`src/rtl/mem_arb_pkg.sv`:
```
// Shared types for the unified-memory port arbiter.
// State encoding and requester ids are also used by the stack controller.
package mem_arb_pkg;

  typedef enum logic [1:0] {
    IDLE    = 2'd0,
    BUSY_IF = 2'd1,
    BUSY_DM = 2'd2
  } arb_state_t;

  localparam logic REQ_IF = 1'b0;
  localparam logic REQ_DM = 1'b1;

  function automatic arb_state_t busy_state(input logic id);
    return (id == REQ_DM) ? BUSY_DM : BUSY_IF;
  endfunction

endpackage

```
`src/rtl/arb_timeout_cnt.sv`:
```
// Busy-cycle watchdog: counts enabled cycles, flags when the limit is hit.
// Holds at the limit until cleared.
module arb_timeout_cnt #(
  parameter int W = 4
) (
  input  logic         clk,
  input  logic         rst_n,
  input  logic         clr,
  input  logic         en,
  input  logic [W-1:0] limit,
  output logic         expired
);

  logic [W-1:0] cnt;

  assign expired = (cnt == limit);

  always_ff @(posedge clk or negedge rst_n) begin
    if (!rst_n) begin
      cnt <= '0;
    end else if (clr) begin
      cnt <= '0;
    end else if (en && !expired) begin
      cnt <= cnt + W'(1);
    end
  end

endmodule

```
`src/rtl/mem_port_arbiter.sv`:
```
// Single-port memory arbiter between instruction fetch and the data path.
// One access in flight; bounded data-path run; watchdog abort on hung memory.
module mem_port_arbiter
  import mem_arb_pkg::*;
#(
  parameter int DW         = 32,
  parameter int AW         = 16,
  parameter int MAX_DM_RUN = 3,
  parameter int TIMEOUT    = 15
) (
  input  logic          clk,
  input  logic          rst_n,
  input  logic          if_req,
  input  logic [AW-1:0] if_addr,
  output logic          if_gnt,
  output logic          if_rvalid,
  output logic [DW-1:0] if_rdata,
  input  logic          dm_req,
  input  logic          dm_we,
  input  logic [AW-1:0] dm_addr,
  input  logic [DW-1:0] dm_wdata,
  output logic          dm_gnt,
  output logic          dm_rvalid,
  output logic [DW-1:0] dm_rdata,
  output logic          mem_req,
  output logic          mem_we,
  output logic [AW-1:0] mem_addr,
  output logic [DW-1:0] mem_wdata,
  input  logic [DW-1:0] mem_rdata,
  input  logic          mem_ready,
  output logic          bus_err
);

  localparam int RW = (MAX_DM_RUN < 1) ? 1
                    : $clog2(MAX_DM_RUN + 1);
  localparam int TW = $clog2(TIMEOUT + 1);
  localparam logic [RW-1:0] RUN_MAX = RW'(MAX_DM_RUN);
  localparam logic [TW-1:0] TO_LIM  = TW'(TIMEOUT);

  arb_state_t    state_q, state_d;
  logic [RW-1:0] run_q, run_d, run_inc;
  logic          if_gnt_d, dm_gnt_d;
  logic          if_rvalid_d, dm_rvalid_d;
  logic          bus_err_d, mem_req_d, mem_we_d;
  logic [AW-1:0] mem_addr_d;
  logic [DW-1:0] mem_wdata_d, rsp_data;
  logic [DW-1:0] if_rdata_d, dm_rdata_d;
  logic          pick_dm, pick_if, win_id;
  logic          tmr_clr, tmr_en, tmr_exp;

  // Fetch overrides data only once the data path has used its run.
  assign run_inc = (run_q == RUN_MAX) ? run_q
                 : run_q + RW'(1);
  assign pick_dm = dm_req & ~(if_req & (run_q == RUN_MAX));
  assign pick_if = if_req & ~pick_dm;
  assign win_id  = pick_dm ? REQ_DM : REQ_IF;

  arb_timeout_cnt #(
    .W(TW)
  ) u_tmr (
    .clk     (clk),
    .rst_n   (rst_n),
    .clr     (tmr_clr),
    .en      (tmr_en),
    .limit   (TO_LIM),
    .expired (tmr_exp)
  );

  always_ff @(posedge clk or negedge rst_n) begin
    if (!rst_n) begin
      state_q   <= IDLE;
      run_q     <= '0;
      if_gnt    <= 1'b0;
      dm_gnt    <= 1'b0;
      if_rvalid <= 1'b0;
      dm_rvalid <= 1'b0;
      bus_err   <= 1'b0;
      mem_req   <= 1'b0;
      mem_we    <= 1'b0;
      mem_addr  <= '0;
      mem_wdata <= '0;
      if_rdata  <= '0;
      dm_rdata  <= '0;
    end else begin
      state_q   <= state_d;
      run_q     <= run_d;
      if_gnt    <= if_gnt_d;
      dm_gnt    <= dm_gnt_d;
      if_rvalid <= if_rvalid_d;
      dm_rvalid <= dm_rvalid_d;
      bus_err   <= bus_err_d;
      mem_req   <= mem_req_d;
      mem_we    <= mem_we_d;
      mem_addr  <= mem_addr_d;
      mem_wdata <= mem_wdata_d;
      if_rdata  <= if_rdata_d;
      dm_rdata  <= dm_rdata_d;
    end
  end

  always_comb begin
    state_d     = state_q;
    run_d       = run_q;
    if_gnt_d    = 1'b0;
    dm_gnt_d    = 1'b0;
    if_rvalid_d = 1'b0;
    dm_rvalid_d = 1'b0;
    bus_err_d   = 1'b0;
    mem_req_d   = mem_req;
    mem_we_d    = mem_we;
    mem_addr_d  = mem_addr;
    mem_wdata_d = mem_wdata;
    if_rdata_d  = if_rdata;
    dm_rdata_d  = dm_rdata;
    rsp_data    = '0;
    tmr_clr     = 1'b0;
    tmr_en      = 1'b0;
    unique case (state_q)
      IDLE: begin
        if (pick_dm | pick_if) begin
          mem_req_d = 1'b1;
          tmr_clr   = 1'b1;
          state_d   = busy_state(win_id);
        end
        unique case (1'b1)
          pick_dm: begin
            dm_gnt_d    = 1'b1;
            mem_we_d    = dm_we;
            mem_addr_d  = dm_addr;
            mem_wdata_d = dm_wdata;
            run_d       = if_req ? run_inc : '0;
          end
          pick_if: begin
            if_gnt_d    = 1'b1;
            mem_we_d    = 1'b0;
            mem_addr_d  = if_addr;
            mem_wdata_d = '0;
            run_d       = '0;
          end
          default: ;
        endcase
      end
      BUSY_IF, BUSY_DM: begin
        // A ready on the limit edge completes normally.
        if (mem_ready | tmr_exp) begin
          mem_req_d = 1'b0;
          state_d   = IDLE;
          bus_err_d = ~mem_ready;
          if (mem_ready & ~mem_we) begin
            rsp_data = mem_rdata;
          end
          if (state_q == BUSY_IF) begin
            if_rvalid_d = 1'b1;
            if_rdata_d  = rsp_data;
          end else begin
            dm_rvalid_d = 1'b1;
            dm_rdata_d  = rsp_data;
          end
        end else begin
          tmr_en = 1'b1;
        end
      end
      default: state_d = IDLE;
    endcase
  end

endmodule
```
`config.mk`:
```
export PLATFORM = sky130hd
export DESIGN_NAME = mem_port_arbiter
export DESIGN_NICKNAME = d
export VERILOG_FILES = /design/src/rtl/mem_arb_pkg.sv /design/src/rtl/arb_timeout_cnt.sv /design/src/rtl/mem_port_arbiter.sv
export SDC_FILE = /design/constraint.sdc
export NUM_CORES = 1
export LEC_CHECK = 0
export BUFFER_PORTS_ARGS = -buffer_cell sky130_fd_sc_hd__buf_2
export CAP_MARGIN = 40
export CELL_PAD_IN_SITES_DETAIL_PLACEMENT = 1
export CELL_PAD_IN_SITES_GLOBAL_PLACEMENT = 1
export CORE_AREA = 2 2 126 115
export DETAILED_ROUTE_END_ITERATION = 16
export DIE_AREA = 0 0 128 117
export MAX_ROUTING_LAYER = met4
export PLACE_DENSITY_LB_ADDON = 0.3
export REMOVE_ABC_BUFFERS = 1
export SLEW_MARGIN = 20
export SYNTH_ARGS = -nofsm -noshare
export SYNTH_HDL_FRONTEND = slang
export SYNTH_HIERARCHICAL = 1
export SYNTH_SLANG_ARGS = --single-unit
```
`constraint.sdc`:
```
create_clock -name clk -period 3.45 [get_ports clk]
set_input_delay 0.8625 -clock clk [delete_from_list [all_inputs] [get_ports clk]]
set_output_delay 0.8625 -clock clk [all_outputs]
set_load 0.05 [all_outputs]
```
==> impl_metrics.py, run 1 <==
metrics = {
    "clocking": {
        "clk_pin_slew_worst_paths_ns": 0.06,
        "root_buffer": "clkbuf_16",
        "post_cts_buffers": 0,
        "cts_sinks": 127,
        "insertion_delay_ns": 0.41,
        "htreeDepth": 4,
        "cts_made_buffers": 17,
        "cts_resized": 0,
        "cts_tree": "yes",
        "postCtsHoldBufs": 0,
        "clockBufferDepth": 2,
    },
    "placement": {
        "place_inst": 845,
        "preCtsSetupSlack_ns": 0.926,
        "io_buffers": 220,
        "hpwl_mm": 10.5,
        "gp_congestion": 0.757,
    },
    "synth": {
        "synth_ff_type": "dfrtp_1",
        "synthCells": 478,
        "synth-edff-count": 0,
        "synth_top_area_share_pct": 62.3,
        "synthArstFlopShare_pct": 100,
        "postSynthAreaPerCell_um2": 10.7,
        "synthMostInstantiatedCell": "dfrtp_1",
        "synth_top_area_cell": "dfrtp_1",
        "syn_area_um2": 5100,
        "yosysSeqAreaShare_pct": 62.3,
        "ys_ff_latch": 127,
        "synth_cell_type_count": 36,
        "synthTopCellsByCount": "127 x dfrtp_1, 112 x o21ai_0, 69 x nand2_1",
        "synthTopCellsByArea": "dfrtp_1 62%, o21ai_0 11%, a22o_1 5.7%",
        "yosysWarnings": 6,
    },
    "critical_path": {
        "worstPathArrival_ns": 2.56,
        "worstPathRequired_ns": 3.78,
        "path_max_fanout": 6,
        "end_kind": "register",
        "startpoint_type": "register",
        "path_class": "reg2reg",
    },
    "die": {
        "die_area_um2": 15000,
        "ios": 221,
        "design.core.area_um2": 13700,
        "start_util_pct": 37.1,
        "die_w_um": 128,
        "rows": 41,
        "die_h_um": 117,
    },
    "grt": {
        "grt_usage_pct": 22.1,
        "grt_pass1_wl_mm": 24.7,
        "grt_pass1_vias": 4798,
        "grt_max_degree": 66,
        "antenna_found_initial": 1,
        "overflow": 0,
    },
    "min_path": {
        "hp-class": "reg2reg",
    },
    "sta": {
        "fin_crit_sh_pct": 64.6,
        "worst_pin_slew_ns": 0.748,
        "fmax_mhz": 449,
        "finalSetupTns_ns": 0,
        "finalHoldViolations": 0,
        "slew_viol_final": 0,
        "skew_ns": 0.00810,
        "setup_ws_ns": 1.22,
        "min_period_ns": 2.23,
        "slew_headroom_pct": 50.1,
        "setup_viol": 0,
        "rsz0062_at_grt": "no",
        "holdWs_ns": 0.474,
    },
    "final_layout": {
        "layout.nets": 799,
        "fin_cells": 879,
        "final_layout_size_suffix_gt1_share_pct": 38.5,
        "fillers": 1621,
        "areaGrowthSynthToFinish_pct": 37.5,
    },
    "drt": {
        "via_per_inst": 5.09,
        "vias": 4477,
        "wl_per_cell_um": 17.8,
        "dr.pass1.iters": 7,
        "remaining_drc_errors": 0,
        "drt_iter0_markers": 210,
        "drt-total-wl_mm": 15.7,
        "ant_nets": 0,
    },
    "power_and_ir_drop": {
        "p_sw_share_pct": 49.2,
        "pwr-share-comb_pct": 48.6,
        "total_power_mw": 8.50,
        "p_int_mw": 4.32,
        "p_leak_nw": 3.61,
        "seqPwrFrac_pct": 28.4,
        "clockPowerShare_pct": 23.0,
        "netSwitchingPower_mw": 4.18,
        "power_density_nw_per_um2": 1210,
        "ir_worst_vdd_uv": 518,
    },
    "flow_run": {
        "maxCapViolCount": 0,
    },
    "outcome": {
        "outcome": "complete, no violations",
    },
}
## logic make-up after synthesis
logic type,Yosys count,share of synthesized area (%)
compound gates,195,23.1
flops,127,62.3
simple gates,100,8.04
buf+inv,45,4.17
xor+xnor,5,1.15
fa+ha+maj,4,0.981
other cells,1,0.0735
mux,1,0.196
## stage by stage
stage	instance area, um^2	utilization (%)
floorplan	4940	-
global placement	6330	46.1
detailed placement	6330	46.1
CTS	6990	50.8
global route	7020	51.0
finish	7020	51.0
## flip-flops by register name, summed over array words and instances (netlist names), 2 cells and up
signal     flops
dm_rdata      32
if_rdata      32
mem_wdata     32
mem_addr      16
u_tmr/cnt      4
run_q          2
state_q        2
## final timing paths
path / from / to / slack (ns) / cells after the start
max: u_tmr/cnt[2] / u_tmr/cnt[3] / 1.22 / 7
min: if_rdata[10] / if_rdata[10] / 0.47 / 2
max reg2reg: u_tmr/cnt[2] / u_tmr/cnt[3] / 1.22 / 7
min reg2reg: if_rdata[10] / if_rdata[10] / 0.47 / 2
max in group asynchronous: rst_n / mem_wdata[27] / 2.18 / 2
min in group asynchronous: rst_n / dm_rdata[18] / 0.52 / 1
## worst max-delay path, stage by stage, from the launching register on
cell and delay, ns:
dfrtp_1 0.41, xor2_1 0.30, nor4_1 0.15, or3b_2 0.51, inv_1 0.16, o41ai_4 0.13
or3_1 0.36, a21oi_1 0.14
## placed cells by master, fill, tap and decap left out, types with 8 or more instances in the layout
cell | Yosys | layout
a21oi_1 | 21 | 21
o21ai_0 | 112 | 112
buf_4 | 0 | 8
buf_2 | 9 | 219
nor2_1 | 20 | 20
nand2_1 | 69 | 69
a22o_1 | 33 | 33
dfrtp_1 | 127 | 127
a31oi_1 | 16 | 16
clkbuf_16 | 0 | 17
inv_1 | 8 | 8
## cell type report
| type | count | area, um^2 | area share [%] |
|---|---|---|---|
| Clock inverter | 14 | 215 | 3.07 |
| Tap cell | 172 | 215 | 3.07 |
| Multi-Input combinational cell | 309 | 1730 | 24.7 |
| Sequential cell | 127 | 3180 | 45.3 |
| Inverter | 9 | 33.8 | 0.481 |
| Antenna cell | 1 | 2.50 | 0.0357 |
| Clock buffer | 18 | 439 | 6.26 |
| Timing Repair Buffer | 229 | 1200 | 17.2 |
## power by group through the flow
stage	logic [mW]	clock network (mW)	registers, mW
floorplan	0.943	0	4.41
global placement	4.02	0	2.40
detailed placement	4.12	0	2.43
CTS	4.13	2.00	2.42
global route	4.39	2.06	2.49
finish	4.13	1.96	2.41
## per-layer routing
layer / wire [um] / global-route usage (%) / share of wire [%] / up-vias
li1: - / - / - / 2100
met1: 6620 / 26.3 / 42 / 2243
met2: 8120 / 37.2 / 52 / 113
met3: 614 / 4.64 / 3.9 / 21
met4: 323 / 8.50 / 2.1 / 0
met5: 0 / - / 0 / -
(Power assumes the default switching activity.)
==> inputs of run 2 (changes only) <==
CORE_AREA = 2 2 131 120   (was 2 2 126 115)
DIE_AREA = 0 0 133 122   (was 0 0 128 117)
clock period = 2.2 ns   (was 3.45 ns; I/O delays follow)
==> impl_metrics.py, run 2 (same netlist as run 1, synthesis figures left out) <==
metrics = {
    "clocking": {
        "insertion_delay_ns": 0.42,
        "cts_sinks": 127,
        "cts_tree": "yes",
        "root_buffer": "clkbuf_16",
        "clk_pin_slew_worst_paths_ns": 0.05,
        "clockBufferDepth": 2,
        "htreeDepth": 4,
        "cts_made_buffers": 17,
        "postCtsHoldBufs": 0,
    },
    "drt": {
        "dr.pass1.iters": 4,
        "drt_iter0_markers": 228,
        "via_per_inst": 4.87,
        "ant_nets": 0,
        "drt-total-wl_mm": 15.8,
        "vias": 4485,
        "remaining_drc_errors": 0,
        "wl_per_cell_um": 17.1,
    },
    "critical_path": {
        "path_max_fanout": 6,
        "startpoint_type": "register",
        "path_class": "reg2reg",
        "worstPathArrival_ns": 2.44,
        "end_kind": "register",
        "worstPathRequired_ns": 2.53,
    },
    "final_layout": {
        "layout_commonest_cell": "buf_2",
        "layout_common_cells": "219 x buf_2, 127 x dfrtp_1, 112 x o21ai_0",
        "final_layout_size_suffix_gt1_share_pct": 39.9,
        "top_regs": "dm_rdata: 32 flops, if_rdata: 32 flops, mem_wdata: 32 flops",
        "layout.nets": 810,
        "areaGrowthSynthToFinish_pct": 40.0,
        "fin_area_um2": 7150,
    },
    "sta": {
        "setup_viol": 0,
        "fin_crit_sh_pct": 95.8,
        "slew_headroom_pct": 66.6,
        "fmax_mhz": 475,
        "finalSetupTns_ns": 0,
        "slew_viol_final": 0,
        "min_period_ns": 2.11,
        "finalHoldViolations": 0,
        "worst_pin_slew_ns": 0.501,
        "skew_ns": 0.00729,
    },
    "die": {
        "start_util_pct": 34.0,
        "die_w_um": 133,
        "die_area_um2": 16200,
        "design.core.area_um2": 15000,
        "die_h_um": 122,
        "ios": 221,
        "rows": 43,
    },
    "grt": {
        "grt_max_degree": 46,
        "antenna_found_initial": 2,
        "overflow": 0,
        "grt_pass1_wl_mm": 25.3,
        "grt_usage_pct": 20.8,
        "grt_pass1_vias": 4863,
    },
    "power_and_ir_drop": {
        "p_leak_nw": 3.65,
        "ir_worst_vdd_uv": 785,
        "power_density_nw_per_um2": 1850,
        "total_power_mw": 13.2,
    },
    "outcome": {
        "outcome": "complete, no violations",
    },
    "placement": {
        "io_buffers": 220,
        "postPlaceCellArea_um2": 6470,
        "gp_congestion": 0.770,
        "hpwl_mm": 11.4,
    },
    "min_path": {
        "hp-class": "in2async",
    },
    "flow_run": {
        "maxCapViolCount": 0,
    },
}
[run 2: cell count changes in the layout (fill, tap and decap cells not counted), moves of 2 or more]
| cell | previous run | this run |
|---|---|---|
| buf_4 | 8 | 17 |
| buf_12 | 1 | 3 |
| clkinvlp_4 | 2 | 5 |
| clkinv_4 | 4 | 2 |
[run 2: worst max-delay path, cell delays in order (launching register included)]
cell and delay, ns:
dfrtp_1 0.44, xor2_2 0.23, nor4_2 0.10, or3b_2 0.50, inv_2 0.12, o41ai_4 0.12
or3_1 0.36, a21oi_1 0.15
[run 2: worst paths after layout]
check	cells after the start	start	to	slack (ns)
min in group clk	2	dm_wdata[12]	mem_wdata[12]	0.35
max in group asynchronous	2	rst_n	if_rvalid	1.47
hold reg to reg	2	if_rdata[28]	if_rdata[28]	0.47
setup / recovery	7	u_tmr/cnt[1]	u_tmr/cnt[3]	0.09
hold / removal	1	rst_n	if_rdata[25]	0.1
setup reg to reg	7	u_tmr/cnt[1]	u_tmr/cnt[3]	0.09
[run 2: metrics by stage]
stage | hold WS, ns | setup slack, ns | instances | utilization [%]
after floorplan | 0.254 | -1.09 | 445 | -
after global placement | 0.461 | 0.0963 | 885 | 43.1
after detailed placement | 0.467 | 0.0102 | 885 | 43.1
after CTS | 0.0984 | 0.00131 | 917 | 47.2
after global routing | 0.115 | -0.0198 | 921 | 47.6
final | 0.0977 | 0.0927 | 921 | 47.6
[run 2: layout make-up]
class	instances	area [um^2]
clock inverter	15	195
tap	202	253
multi-input combinational	309	1740
clock buffer	17	425
antenna	2	5.00
fill	1732	7870
timing repair buffer	240	1310
inverter	9	33.8
sequential	127	3180
[run 2: timing repair]
item                       CTS  global route
buffers inserted             0             1
gates resized for setup      0             3
setup endpoints to repair    0            46
[run 2: routing by layer]
layer	vias up	track usage, %	routed length, um
li1	2131	-	-
met1	2247	23.9	6360
met2	89	35.6	8640
met3	18	5.53	579
met4	0	6.92	210
met5	-	-	0
[run 2: where the power goes]
part	internal (mW)	total [mW]	switching [mW]
combinational	1.53	6.53	5.00
clock	1.89	2.91	1.02
sequential	3.28	3.80	0.522
